`src/rtl/rgb_matrix_pkg.sv`:
```
// Shared types, field positions and helpers for the RGB matrix capture path.
package rgb_matrix_pkg;

  localparam int ROWS      = 8;
  localparam int WORD_W    = 24;
  localparam int BIT_CNT_W = 5;

  localparam int RED_MSB = 23;
  localparam int RED_LSB = 16;
  localparam int GRN_MSB = 15;
  localparam int GRN_LSB = 8;
  localparam int BLU_MSB = 7;
  localparam int BLU_LSB = 0;

  typedef logic [7:0] row_t;
  typedef row_t [0:ROWS-1] plane_t;

  typedef struct packed {
    logic       valid;
    logic [2:0] row;
  } row_sel_t;

  // KATOT bit 7 selects row 0; anything other than exactly one set bit is invalid.
  function automatic row_sel_t onehot_to_row(input logic [7:0] sel);
    row_sel_t res;
    res.valid = (sel != 8'd0) && ((sel & (sel - 8'd1)) == 8'd0);
    res.row   = 3'd0;
    for (int i = 0; i < ROWS; i++) begin
      if (sel[i]) begin
        res.row = 3'(ROWS - 1 - i);
      end
    end
    return res;
  endfunction

endpackage

```
`src/rtl/pin_sync_edge.sv`:
```
// N-stage input synchroniser with rise/fall detection against a one-cycle-delayed copy.
module pin_sync_edge #(
  parameter int STAGES = 2
) (
  input  logic clk,
  input  logic reset,
  input  logic din,
  output logic level,
  output logic rise,
  output logic fall
);

  logic [STAGES-1:0] sync_reg;
  logic              prev_reg;

  always_ff @(posedge clk) begin
    if (!reset) begin
      sync_reg <= '0;
      prev_reg <= 1'b0;
    end else begin
      sync_reg[0] <= din;
      for (int i = 1; i < STAGES; i++) begin
        sync_reg[i] <= sync_reg[i-1];
      end
      prev_reg <= sync_reg[STAGES-1];
    end
  end

  assign level = sync_reg[STAGES-1];
  assign rise  = sync_reg[STAGES-1] & ~prev_reg;
  assign fall  = ~sync_reg[STAGES-1] & prev_reg;

endmodule

```
`src/rtl/rgb_matrix_capture.sv`:
```
// Rebuilds red/green/blue frames by snooping the 74HC595-style matrix driver pins.
module rgb_matrix_capture
  import rgb_matrix_pkg::*;
#(
  parameter int SYNC_STAGES = 2,
  parameter int WORD_W      = 24
) (
  input  logic       clk,
  input  logic       reset,
  input  logic       DS,
  input  logic       SH_CP,
  input  logic       ST_CP,
  input  logic       MR_N,
  input  logic       OE,
  input  logic [7:0] KATOT,
  input  logic       err_clr,
  output plane_t     red,
  output plane_t     green,
  output plane_t     blue,
  output logic       row_valid,
  output logic [2:0] row_idx,
  output logic       frame_valid,
  output logic       len_err,
  output logic       katot_err,
  output logic       frame_err
);

  localparam logic [BIT_CNT_W-1:0] BIT_CNT_MAX = '1;
  localparam logic [BIT_CNT_W-1:0] BIT_CNT_FULL = BIT_CNT_W'(WORD_W);

  // Pin front end
  logic sh_rise, st_rise, mr_level, oe_fall;
  logic sh_level_unused, sh_fall_unused;
  logic st_level_unused, st_fall_unused;
  logic mr_rise_unused, mr_fall_unused;
  logic oe_level_unused, oe_rise_unused;

  pin_sync_edge #(.STAGES(SYNC_STAGES)) u_sync_sh (
    .clk(clk), .reset(reset), .din(SH_CP),
    .level(sh_level_unused), .rise(sh_rise), .fall(sh_fall_unused)
  );

  pin_sync_edge #(.STAGES(SYNC_STAGES)) u_sync_st (
    .clk(clk), .reset(reset), .din(ST_CP),
    .level(st_level_unused), .rise(st_rise), .fall(st_fall_unused)
  );

  pin_sync_edge #(.STAGES(SYNC_STAGES)) u_sync_mr (
    .clk(clk), .reset(reset), .din(MR_N),
    .level(mr_level), .rise(mr_rise_unused), .fall(mr_fall_unused)
  );

  pin_sync_edge #(.STAGES(SYNC_STAGES)) u_sync_oe (
    .clk(clk), .reset(reset), .din(OE),
    .level(oe_level_unused), .rise(oe_rise_unused), .fall(oe_fall)
  );

  // DS and KATOT are level-sampled, aligned with the edge detectors above.
  logic [8:0] data_sync_reg [SYNC_STAGES];
  logic       ds_sync;
  logic [7:0] kat_sync;

  always_ff @(posedge clk) begin
    if (!reset) begin
      for (int i = 0; i < SYNC_STAGES; i++) begin
        data_sync_reg[i] <= '0;
      end
    end else begin
      data_sync_reg[0] <= {DS, KATOT};
      for (int i = 1; i < SYNC_STAGES; i++) begin
        data_sync_reg[i] <= data_sync_reg[i-1];
      end
    end
  end

  assign ds_sync  = data_sync_reg[SYNC_STAGES-1][8];
  assign kat_sync = data_sync_reg[SYNC_STAGES-1][7:0];

  // Capture state
  logic [WORD_W-1:0]    shreg_reg, hold_reg;
  logic [BIT_CNT_W-1:0] bit_cnt_reg;
  logic [ROWS-1:0]      row_mask_reg;
  plane_t               red_w_reg, green_w_reg, blue_w_reg;
  plane_t               red_reg, green_reg, blue_reg;
  logic                 row_valid_reg, frame_valid_reg;
  logic [2:0]           row_idx_reg;
  logic                 len_err_reg, katot_err_reg, frame_err_reg;

  // Commit decode
  row_sel_t        sel_info;
  logic            commit, bad_sel, last_row, publish, incomplete, len_bad;
  logic [ROWS-1:0] mask_next;
  plane_t          red_next, green_next, blue_next;

  always_comb begin
    sel_info   = onehot_to_row(kat_sync);
    commit     = oe_fall & sel_info.valid;
    bad_sel    = oe_fall & ~sel_info.valid;
    mask_next  = row_mask_reg | (ROWS'(1) << sel_info.row);
    last_row   = (sel_info.row == 3'(ROWS - 1));
    publish    = commit & last_row & (&mask_next);
    incomplete = commit & last_row & ~(&mask_next);
    len_bad    = commit & (bit_cnt_reg != BIT_CNT_FULL);

    // Working buffer with the committing row merged in, so row 7 publishes its new data.
    red_next   = red_w_reg;
    green_next = green_w_reg;
    blue_next  = blue_w_reg;
    red_next[sel_info.row]   = hold_reg[RED_MSB:RED_LSB];
    green_next[sel_info.row] = hold_reg[GRN_MSB:GRN_LSB];
    blue_next[sel_info.row]  = hold_reg[BLU_MSB:BLU_LSB];
  end

  always_ff @(posedge clk) begin
    if (!reset) begin
      shreg_reg       <= '0;
      hold_reg        <= '0;
      bit_cnt_reg     <= '0;
      row_mask_reg    <= '0;
      red_w_reg       <= '0;
      green_w_reg     <= '0;
      blue_w_reg      <= '0;
      red_reg         <= '0;
      green_reg       <= '0;
      blue_reg        <= '0;
      row_valid_reg   <= 1'b0;
      frame_valid_reg <= 1'b0;
      row_idx_reg     <= '0;
      len_err_reg     <= 1'b0;
      katot_err_reg   <= 1'b0;
      frame_err_reg   <= 1'b0;
    end else begin
      if (!mr_level) begin
        shreg_reg   <= '0;
        bit_cnt_reg <= '0;
      end else if (sh_rise) begin
        shreg_reg <= {ds_sync, shreg_reg[WORD_W-1:1]};
        if (bit_cnt_reg != BIT_CNT_MAX) begin
          bit_cnt_reg <= bit_cnt_reg + 1'b1;
        end
      end

      // Non-blocking read of shreg gives the pre-shift value on simultaneous edges.
      if (st_rise) begin
        hold_reg <= shreg_reg;
      end

      row_valid_reg   <= commit;
      frame_valid_reg <= publish;

      if (commit) begin
        red_w_reg    <= red_next;
        green_w_reg  <= green_next;
        blue_w_reg   <= blue_next;
        row_idx_reg  <= sel_info.row;
        row_mask_reg <= last_row ? '0 : mask_next;
      end

      if (publish) begin
        red_reg   <= red_next;
        green_reg <= green_next;
        blue_reg  <= blue_next;
      end

      len_err_reg   <= len_bad    | (len_err_reg   & ~err_clr);
      katot_err_reg <= bad_sel    | (katot_err_reg & ~err_clr);
      frame_err_reg <= incomplete | (frame_err_reg & ~err_clr);
    end
  end

  assign red         = red_reg;
  assign green       = green_reg;
  assign blue        = blue_reg;
  assign row_valid   = row_valid_reg;
  assign row_idx     = row_idx_reg;
  assign frame_valid = frame_valid_reg;
  assign len_err     = len_err_reg;
  assign katot_err   = katot_err_reg;
  assign frame_err   = frame_err_reg;

endmodule

```
`config.mk`:
```
export PLATFORM = sky130hd
export DESIGN_NAME = rgb_matrix_capture
export DESIGN_NICKNAME = d
export VERILOG_FILES = /design/src/rtl/rgb_matrix_pkg.sv /design/src/rtl/pin_sync_edge.sv /design/src/rtl/rgb_matrix_capture.sv
export SDC_FILE = /design/constraint.sdc
export NUM_CORES = 1
export LEC_CHECK = 0
export CAP_MARGIN = 20
export CORE_ASPECT_RATIO = 1.5
export CORE_MARGIN = 1.5
export CORE_UTILIZATION = 25
export CTS_CLUSTER_SIZE = 16
export DETAILED_ROUTE_END_ITERATION = 8
export SLEW_MARGIN = 20
export SYNTH_ARGS = -nofsm -noshare
export SYNTH_HDL_FRONTEND = slang
export SYNTH_SLANG_ARGS = --single-unit
```
`constraint.sdc`:
```
create_clock -name clk -period 3.7 [get_ports clk]
set_clock_uncertainty 0.15 [all_clocks]
set_input_delay 0.37 -clock clk [delete_from_list [all_inputs] [get_ports clk]]
set_output_delay 0.37 -clock clk [all_outputs]
set_load 0.005 [all_outputs]
```
* After elaboration in Yosys (flattened, before gate mapping)
Memory sizes are Yosys's and may differ from the RTL's.
Index checks and enable logic that the tools add are counted.
Widths: inputs -> output; s select.
** Cells by class
- Add/sub/neg operators :: 2
- $lt $le $gt $ge :: 2
- Eq/ne operators :: 3
- Shift operators :: 1
- Mux-type cells :: 18
- Bitwise logic cells :: 26
- Reductions and logical operators :: 7
** Operators with widths (count)
- $bwmux 64 :: 3
- $demux 8 s3 :: 1
- $mux 3 :: 8
- $mux 9 :: 2
- $mux 8 :: 2
- $and 1x1->1 :: 12
- $ne 5x5->1 const B :: 2
- $and 8x8->8 :: 1
- $logic_not 8->1 :: 1
- $or 8x8->8 :: 1
- $reduce_and 8->1 :: 1
- $reduce_bool 8->1 :: 1
- $shl 1x3->8 const A :: 1
- $sub 8x1->8 const B :: 1
- $not 1->1 :: 6
- $add 5x1->5 const B :: 1
- $or 1x1->1 :: 5
- $ge 4x4->1 const B :: 1
- $lt 4x1->1 const B :: 1
- $not 3->4 :: 1
- $reduce_and 2->1 :: 2
- $eq 3x3->1 const B :: 1
- $logic_and 1x1->1 :: 2
- $mux 1 :: 2
** Word-level totals
- Flip-flop bits (word level) :: 464
- RAM bits :: 18
- Bits of input ports :: 16
- Output and inout port bits :: 200
- Logic and storage cells :: 125
- Memories kept :: 1
** Memory list
- data_sync_reg :: depth 2, bits a word 9, rd ports 2, clocked after memory_dff 0, wr ports 2, line rgb_matrix_capture.sv:59 : logic [8:0] data_sync_reg [SYNC_STAGES];

* Longest topological paths before layout
Gate-level depths: netlist (run 1).
- Depth in word-level cells :: 14
- Gate-level depth with buffers :: 10
- Mapped depth without buffers :: 7

* By module
Synthesis (run 1) repeated with hierarchy kept, for this count alone.
** Unflattened totals
- Cells, all modules :: 2266
- Area, all modules :: 19626.3 µm²
** Modules (own cells, without submodules)
- rgb_matrix_capture :: instances 1, cells an instance 2234, area an instance 19261.0 µm²
- pin_sync_edge :: instances 4, cells an instance 8, area an instance 91.3 µm²

* Worst setup path after synthesis (run 1)
OpenSTA, ideal clock, no wires.
- Kind :: flip-flop to flip-flop
- Start point :: mem data_sync_reg[1][5] (netlist: data_sync_reg[0][14])
- End point :: reg green_reg (netlist bit green[36])
- Setup time :: 0.069 ns
- Arrival :: 2.280 ns
- Required time :: 3.481 ns
- Path slack :: 1.201 ns
- Cell stages (with the launch flop) :: 10
- Buffers on the path :: 3
- Cell sequence :: dfxtp_1 > buf_2 > nor4_4 > nand3b_2 > o41ai_2 > nor2_1 > or4_4 > buf_2 > buf_6 > o21ai_1
** RTL lines
- from (decl) :: line rgb_matrix_capture.sv:59
- to (signal assigned) :: line rgb_matrix_capture.sv:161 : green_reg <= green_next;
- to (decl) :: line rgb_matrix_capture.sv:84 : plane_t red_reg, green_reg, blue_reg;

==> metrics.md, run 1 <==
| Metric | Value |
|---|---|
| YS warnings | 0 |
| IR drop worst, VDD | 0.000325 V |
| #FFs+latches synth | 482 |
| Internal power | 8.33 mW |
| Worst setup path class | reg2reg |
| Clk_lat worst skew | 0.61 ns |
| Post-CTS setup buffer count | 0 |
| Post-DP HPWL | 39400 um |
| Max Cap Viol | 0 |
| Initial DRC Count | 1177 |
| PostCTS Resize Cnt | 0 |
| WHS Endpoint | blue[19]$_SDFFE_PN0P_ |
| Die height | 350 um |
| Sw Pwr | 2.53 mW |
| Vias/cell | 4.57 |
| Maximum root-to-sink buffer count | 3 |
| Sequential element share of the synthesized area | 48.0% |
| Initial antenna violation count | 0 |
| Switching Fraction | 23.3% |
| CP startpoint kind | flip-flop |
| Hold Path Class | in2reg |
| Leak | 8.02 nW |
| Crit-path max FO | 111 |
| CTS tree | yes |
| Row count | 127 |
| CTS root buffer | clkbuf_16 |
| Post-synth ARST share | 0% |
| Setup_tns | 0 ns |
| F_max | 305 MHz |
| RR Endpoint | green[13]$_SDFFE_PN0P_ |
| Sink Count | 482 |
| RSZ-0062 raised after global routing | no |
| Worst R2R Start | data_sync_reg[0][16]$_SDFF_PN0_ |
| CP endpoint kind | flip-flop |
| Crit path required time | 4.05 ns |
| Post-synth EDFFs | 0 |
| Flop2flop setup slack | 0.42 ns |
| Synth area leader | dfxtp_1 |
| Global Route Usage Sum | 15.1% |
| Primary FF master, synth | dfxtp_1 |
| Post-DR wirelength/cell | 17.7 um |
| Power density cells | 437 nW/um2 |
| Multi-input gate area | 9620 um2 |
| Mapped cell area | 20100 um2 |
| Die area | 82200 um2 |
| Final WL | 63100 um |
| Via count | 16300 |
| PnR worst setup slack | 0.418 ns |
| Max stage delay cell, worst path | or4_4 |
| Total gr overflow | 0 |
| Outcome | finished with violations |
| Slew Viols, Final | 0 |
| Die width | 235 um |
| Overall Power | 10.9 mW |
| Power share of the clock group | 48.5% |
| Worst Max-Slew Pin Slew | 1.00 ns |
| Share of the clock period used by the worst path | 88.7% |
| Post-synthesis cell type count | 53 |
| Seq pwr share | 48.0% |
| Fin. Hold Viols | 0 |
| Largest net degree at the start of global routing | 173 |
| Synthesized net count | 2425 |
| Starting Density | 25.2% |
| I/O Pins | 216 |
| Clk slew on worst S/H paths | 0.07 ns |
| Post-layout min period | 3.28 ns |
| Dpl ws | 0.554 ns |
| Failing checks | design-rule violations |
| Gate Count Post-Synth | 2406 |
| Min-delay src | reset |
| Worst hold stages | 3 |
| Comb pwr share | 3.5% |
| Share of layout cells above drive strength 1 | 13.0% |
| Number of port buffers | 215 |
| Fin nets | 2514 |
| Routed Antenna Nets | 0 |
| FF/Latch Area | 9650 um2 |
| Vias in the first global route | 15400 |
| Core area | 79800 um2 |
| R2R depth | 7 |
| Placer Congestion | 0.805 |
| Hold buffers post-CTS | 0 |
| Top-area cell type share of the netlist area | 48.0% |
| DRC | 9 |
| Pre-antenna DRT Iters | 9 |
| Critical Path AT | 3.63 ns |
| Worst path cell trace | nor4_4 -> nand3b_2 -> nor3b_1 -> nor2_1 -> or4_4 -> buf_12 -> o21ai_1 |
| TritonCTS buffer count | 49 |
| Filler Cells Inserted | 8449 |
| Post-synth top cells | nand2_1 (715), dfxtp_1 (482), nand3_1 (222), a21boi_0 (215), clkbuf_1 (182) |
| P&R area growth vs syn | 23.6% |
| First-pass GRT wire length | 95200 um |
| CP peak stage delay | 0.58 ns |
| Max_slew headroom | 33.0% |
| Diodes inserted | 0 |
| Mean post-synth cell area | 8.36 um2 |
| H-tree depth | 2 |
| Final setup viols | 0 |
| Count leader, synth | nand2_1 |
| Synth area leaders | dfxtp_1 (48%), nand2_1 (13%), mux2_2 (9.4%) |
[area by class of cell]
| cell class | count | area share [%] |
|---|---|---|
| repair buffers | 256 | 10.4 |
| multi-input cells | 1699 | 38.7 |
| well taps | 1032 | 5.20 |
| clock inverters | 27 | 1.29 |
| inverters | 7 | 0.106 |
| flip-flops and latches | 482 | 38.8 |
| clock buffers | 60 | 5.51 |
[worst max path at each step]
stage	start	to	slack [ns]	depth (start not counted)
final	data_sync_reg[0][16]$_SDFF_PN0_	green[13]$_SDFFE_PN0P_	0.42	7
after global routing	data_sync_reg[0][16]$_SDFF_PN0_	green[0]$_SDFFE_PN0P_	0.36	7
after CTS	data_sync_reg[0][16]$_SDFF_PN0_	blue[27]$_SDFFE_PN0P_	0.50	7
after detailed placement	data_sync_reg[0][16]$_SDFF_PN0_	blue[27]$_SDFFE_PN0P_	0.55	7
after global placement	data_sync_reg[0][16]$_SDFF_PN0_	blue[21]$_SDFFE_PN0P_	0.62	7
after floorplan	data_sync_reg[0][14]$_SDFF_PN0_	green[36]$_SDFFE_PN0P_	1.20	9
[power groups by stage]
stage | Clock [mW] | Combinational [mW] | Sequential [mW]
floorplan | 0 | 0.251 | 5.32
global placement | 0 | 0.379 | 5.33
detailed placement | 0 | 0.378 | 5.33
CTS | 5.45 | 0.379 | 5.21
global route | 5.63 | 0.402 | 5.21
finish | 5.27 | 0.375 | 5.22
[kinds of logic after synthesis]
kind of cell / share of synthesized area [%]
muxes: 9.41
DFF: 48.0
xor gates and xnor gates: 0.218
buffers and inverters: 4.94
AOI/OAI and AO/OA: 15.4
adders and majority gates: 0.237
and+or+nand+nor: 21.8
[through the flow]
step | hold slack (ns) | area [um2] | std cells | util [%]
detailed placement | 0.267 | 23200 | 3476 | 29.0
global placement | 0.267 | 23200 | 3476 | 29.0
CTS | 0.0146 | 24800 | 3563 | 31.1
global route | 0.0436 | 24900 | 3563 | 31.2
floorplan | 0.262 | 20100 | 2406 | -
finish | 0.0370 | 24900 | 3563 | 31.2
[worst max-delay path: cells and delay by family, from the launching register on]
kind / cells / cell delay, ns
flops: 1 / 0.49
simple gates: 5 / 1.86
buf+inv: 1 / 0.20
compound gates: 1 / 0.26
[per-layer routing]
metal,GRT usage (%),part of all wire [%],vias to the layer above
li1,-,-,8210
met3,1.84,3.5,73
met2,27.2,50,318
met1,18.7,44,7699
met5,0,0,-
met4,4.43,2.5,0
[layout by cell type, fill, tap and decap left out, types with 5 or more instances in the layout]
cell type        count
and2_1              31
a21oi_1             32
buf_12               9
clkinvlp_4           5
clkbuf_16           50
nand2_1            713
o21ai_1            180
inv_1                6
clkinv_2             9
nand3_1            220
dfxtp_1            482
clkdlybuf4s50_1    214
clkbuf_8             8
bufinv_16            5
mux2_2             168
o21ai_0             44
nor2_1              13
a21boi_0           215
o21a_1               7
buf_4               32
(Power assumes the default switching activity.)
==> run 2: changes to the inputs <==
--- a/config.mk
+++ b/config.mk
@@ -11,6 +11,7 @@
 export CORE_UTILIZATION = 25
 export CTS_CLUSTER_SIZE = 16
 export DETAILED_ROUTE_END_ITERATION = 8
+export PLACE_DENSITY = 0.48
 export SLEW_MARGIN = 20
 export SYNTH_ARGS = -nofsm -noshare
 export SYNTH_HDL_FRONTEND = slang
==> metrics.md, run 2 (synthesized netlist as in run 1, its figures left out) <==
| Metric | Value |
|---|---|
| Slew Viols, Final | 0 (unchanged) |
| CP endpoint kind | flip-flop |
| Internal power | 8.91 mW (+7.1%) |
| Critical Path AT | 3.57 ns (-0.06 ns) |
| Largest net degree at the start of global routing | 172 (-0.58%) |
| Seq pwr share | 45.7% (-2.3 points) |
| Vias in the first global route | 16400 (+6.6%) |
| Clk_lat worst skew | 0.61 ns (about the same) |
| Final setup viols | 0 (unchanged) |
| Diodes inserted | 0 (unchanged) |
| Pre-antenna DRT Iters | 9 (unchanged) |
| Overall Power | 11.4 mW (+5.2%) |
| Leak | 8.12 nW (+1.2%) |
| Hold buffers post-CTS | 0 (unchanged) |
| Crit-path max FO | 81 (-27%) |
| Starting Density | 25.2% (unchanged) |
| Power density cells | 457 nW/um2 (+4.5%) |
| DRC | 4 (-5) |
| Switching Fraction | 22.0% (-1.3 points) |
| Crit path required time | 4.08 ns (+0.03 ns) |
| Post-DR wirelength/cell | 18.3 um (+3.1%) |
| Initial antenna violation count | 2 (+2) |
| Fin nets | 2515 (+0.040%) |
| Via count | 16600 (+1.9%) |
| Die area | 82200 um2 (unchanged) |
| Die height | 350 um (unchanged) |
| Total gr overflow | 0 (unchanged) |
| CTS root buffer | clkbuf_16 |
| Utilization after layout | 31.4% (+0.23 points) |
| Max Cap Viol | 0 (unchanged) |
| Final WL | 65200 um (+3.3%) |
| Die width | 235 um (unchanged) |
| Post-layout min period | 3.19 ns (-0.0903 ns) |
| Commonest cells after routing, fill and taps aside | nand2_1 (714), dfxtp_1 (482), nand3_1 (220) |
| Most common cell after layout, fill and taps aside | nand2_1 |
| Max_slew headroom | 33.0% (about the same) |
| Clk slew on worst S/H paths | 0.06 ns (about the same) |
| Global Route Usage Sum | 15.8% (+0.64 points) |
| Sw Pwr | 2.51 mW (-0.81%) |
| Outcome | finished with violations |
| CP startpoint kind | flip-flop |
| Post-CTS setup buffer count | 0 (unchanged) |
| F_max | 313 MHz (+2.8%) |
| Worst setup path class | reg2reg |
| Hold Path Class | in2reg |
| Setup_tns | 0 ns (unchanged) |
| First-pass GRT wire length | 99700 um (+4.7%) |
| Sink Count | 482 (unchanged) |
| Power share of the clock group | 51.1% (+2.6 points) |
| RSZ-0062 raised after global routing | no |
| Post-DP HPWL | 41100 um (+4.4%) |
| PostCTS Resize Cnt | 0 (unchanged) |
| Maximum root-to-sink buffer count | 3 (unchanged) |
| TritonCTS buffer count | 51 (+4.1%) |
| Filler Cells Inserted | 8374 (-0.89%) |
| Initial DRC Count | 1069 (-9.2%) |
| Share of layout cells above drive strength 1 | 13.0% (+0.043 points) |
| H-tree depth | 2 (unchanged) |
| IR drop worst, VDD | 0.000315 V (-3.2%) |
| Row count | 127 (unchanged) |
| Placer Congestion | 0.782 (-2.8%) |
| P&R area growth vs syn | 24.5% |
| Failing checks | design-rule violations |
| Worst Max-Slew Pin Slew | 1.00 ns (-0.000885 ns) |
| Comb pwr share | 3.3% (-0.2 points) |
| Number of port buffers | 215 (unchanged) |
| Fin. Hold Viols | 0 (unchanged) |
| Share of the clock period used by the worst path | 86.3% (-2.4 points) |
| Routed Antenna Nets | 0 (unchanged) |
| Core area | 79800 um2 (unchanged) |
| I/O Pins | 216 (unchanged) |
| Vias/cell | 4.65 (+1.7%) |
| CTS tree | yes |
run 2: cell count changes in the layout (fill, tap and decap cells not counted), moves of 3 or more:
| cell | delta |
|---|---|
| bufinv_16 | +6 |
| clkbuf_8 | +4 |
| clkinv_4 | -4 |
| buf_12 | -3 |
run 2: worst paths after layout:
path,startpoint,endpoint,slack (ns),cells after the start
worst max register to register,data_sync_reg[0][16]$_SDFF_PN0_,blue[26]$_SDFFE_PN0P_,0.51,7
worst min-delay path,reset,red[35]$_SDFFE_PN0P_,0.1,3
worst min register to register,data_sync_reg[0][8]$_SDFF_PN0_,data_sync_reg[0][17]$_SDFF_PN0_,0.28,1
worst max-delay path,data_sync_reg[0][16]$_SDFF_PN0_,blue[26]$_SDFFE_PN0P_,0.51,7
run 2: final cells by class:
class | instances | area, um2 | share of cell area (%)
flip-flops and latches | 482 | 9650 | 38.5
multi-input cells | 1699 | 9610 | 38.4
repair buffers | 255 | 2530 | 10.1
clock buffers | 68 | 1480 | 5.92
well taps | 1032 | 1290 | 5.16
clock inverters | 27 | 440 | 1.76
inverters | 7 | 26.3 | 0.105
run 2: power by group through the flow:
stage	clock network (mW)	registers, mW	logic [mW]
after floorplan	0	5.32	0.251
after global placement	0	5.33	0.372
after detailed placement	0	5.33	0.376
after CTS	6.03	5.22	0.378
after global routing	6.24	5.22	0.401
final	5.84	5.22	0.373
run 2: stage by stage:
step	instances	setup WS, ns	hold slack (ns)	cell area (um2)
CTS	3570	0.490	0.0896	25000
finish	3570	0.509	0.0976	25000
detailed placement	3475	0.528	0.276	23100
global placement	3475	0.572	0.276	23100
floorplan	2406	1.20	0.262	20100
global route	3570	0.282	0.100	25000
run 2: routing by layer:
layer	track usage, %	vias to the layer above	share of wire, %
li1	-	8232	-
met1	19.3	7914	43
met2	27.9	366	50
met3	2.21	104	3.7
met4	5.51	0	3.2
met5	0	-	0
run 2: worst max-delay path, stage by stage (launching register included):
cell,delay [ns]
dfxtp_1,0.49
nor4_4,0.42
nand3b_2,0.24
o41ai_2,0.44
nor2_1,0.14
or4_4,0.56
buf_4,0.35
o21ai_1,0.24
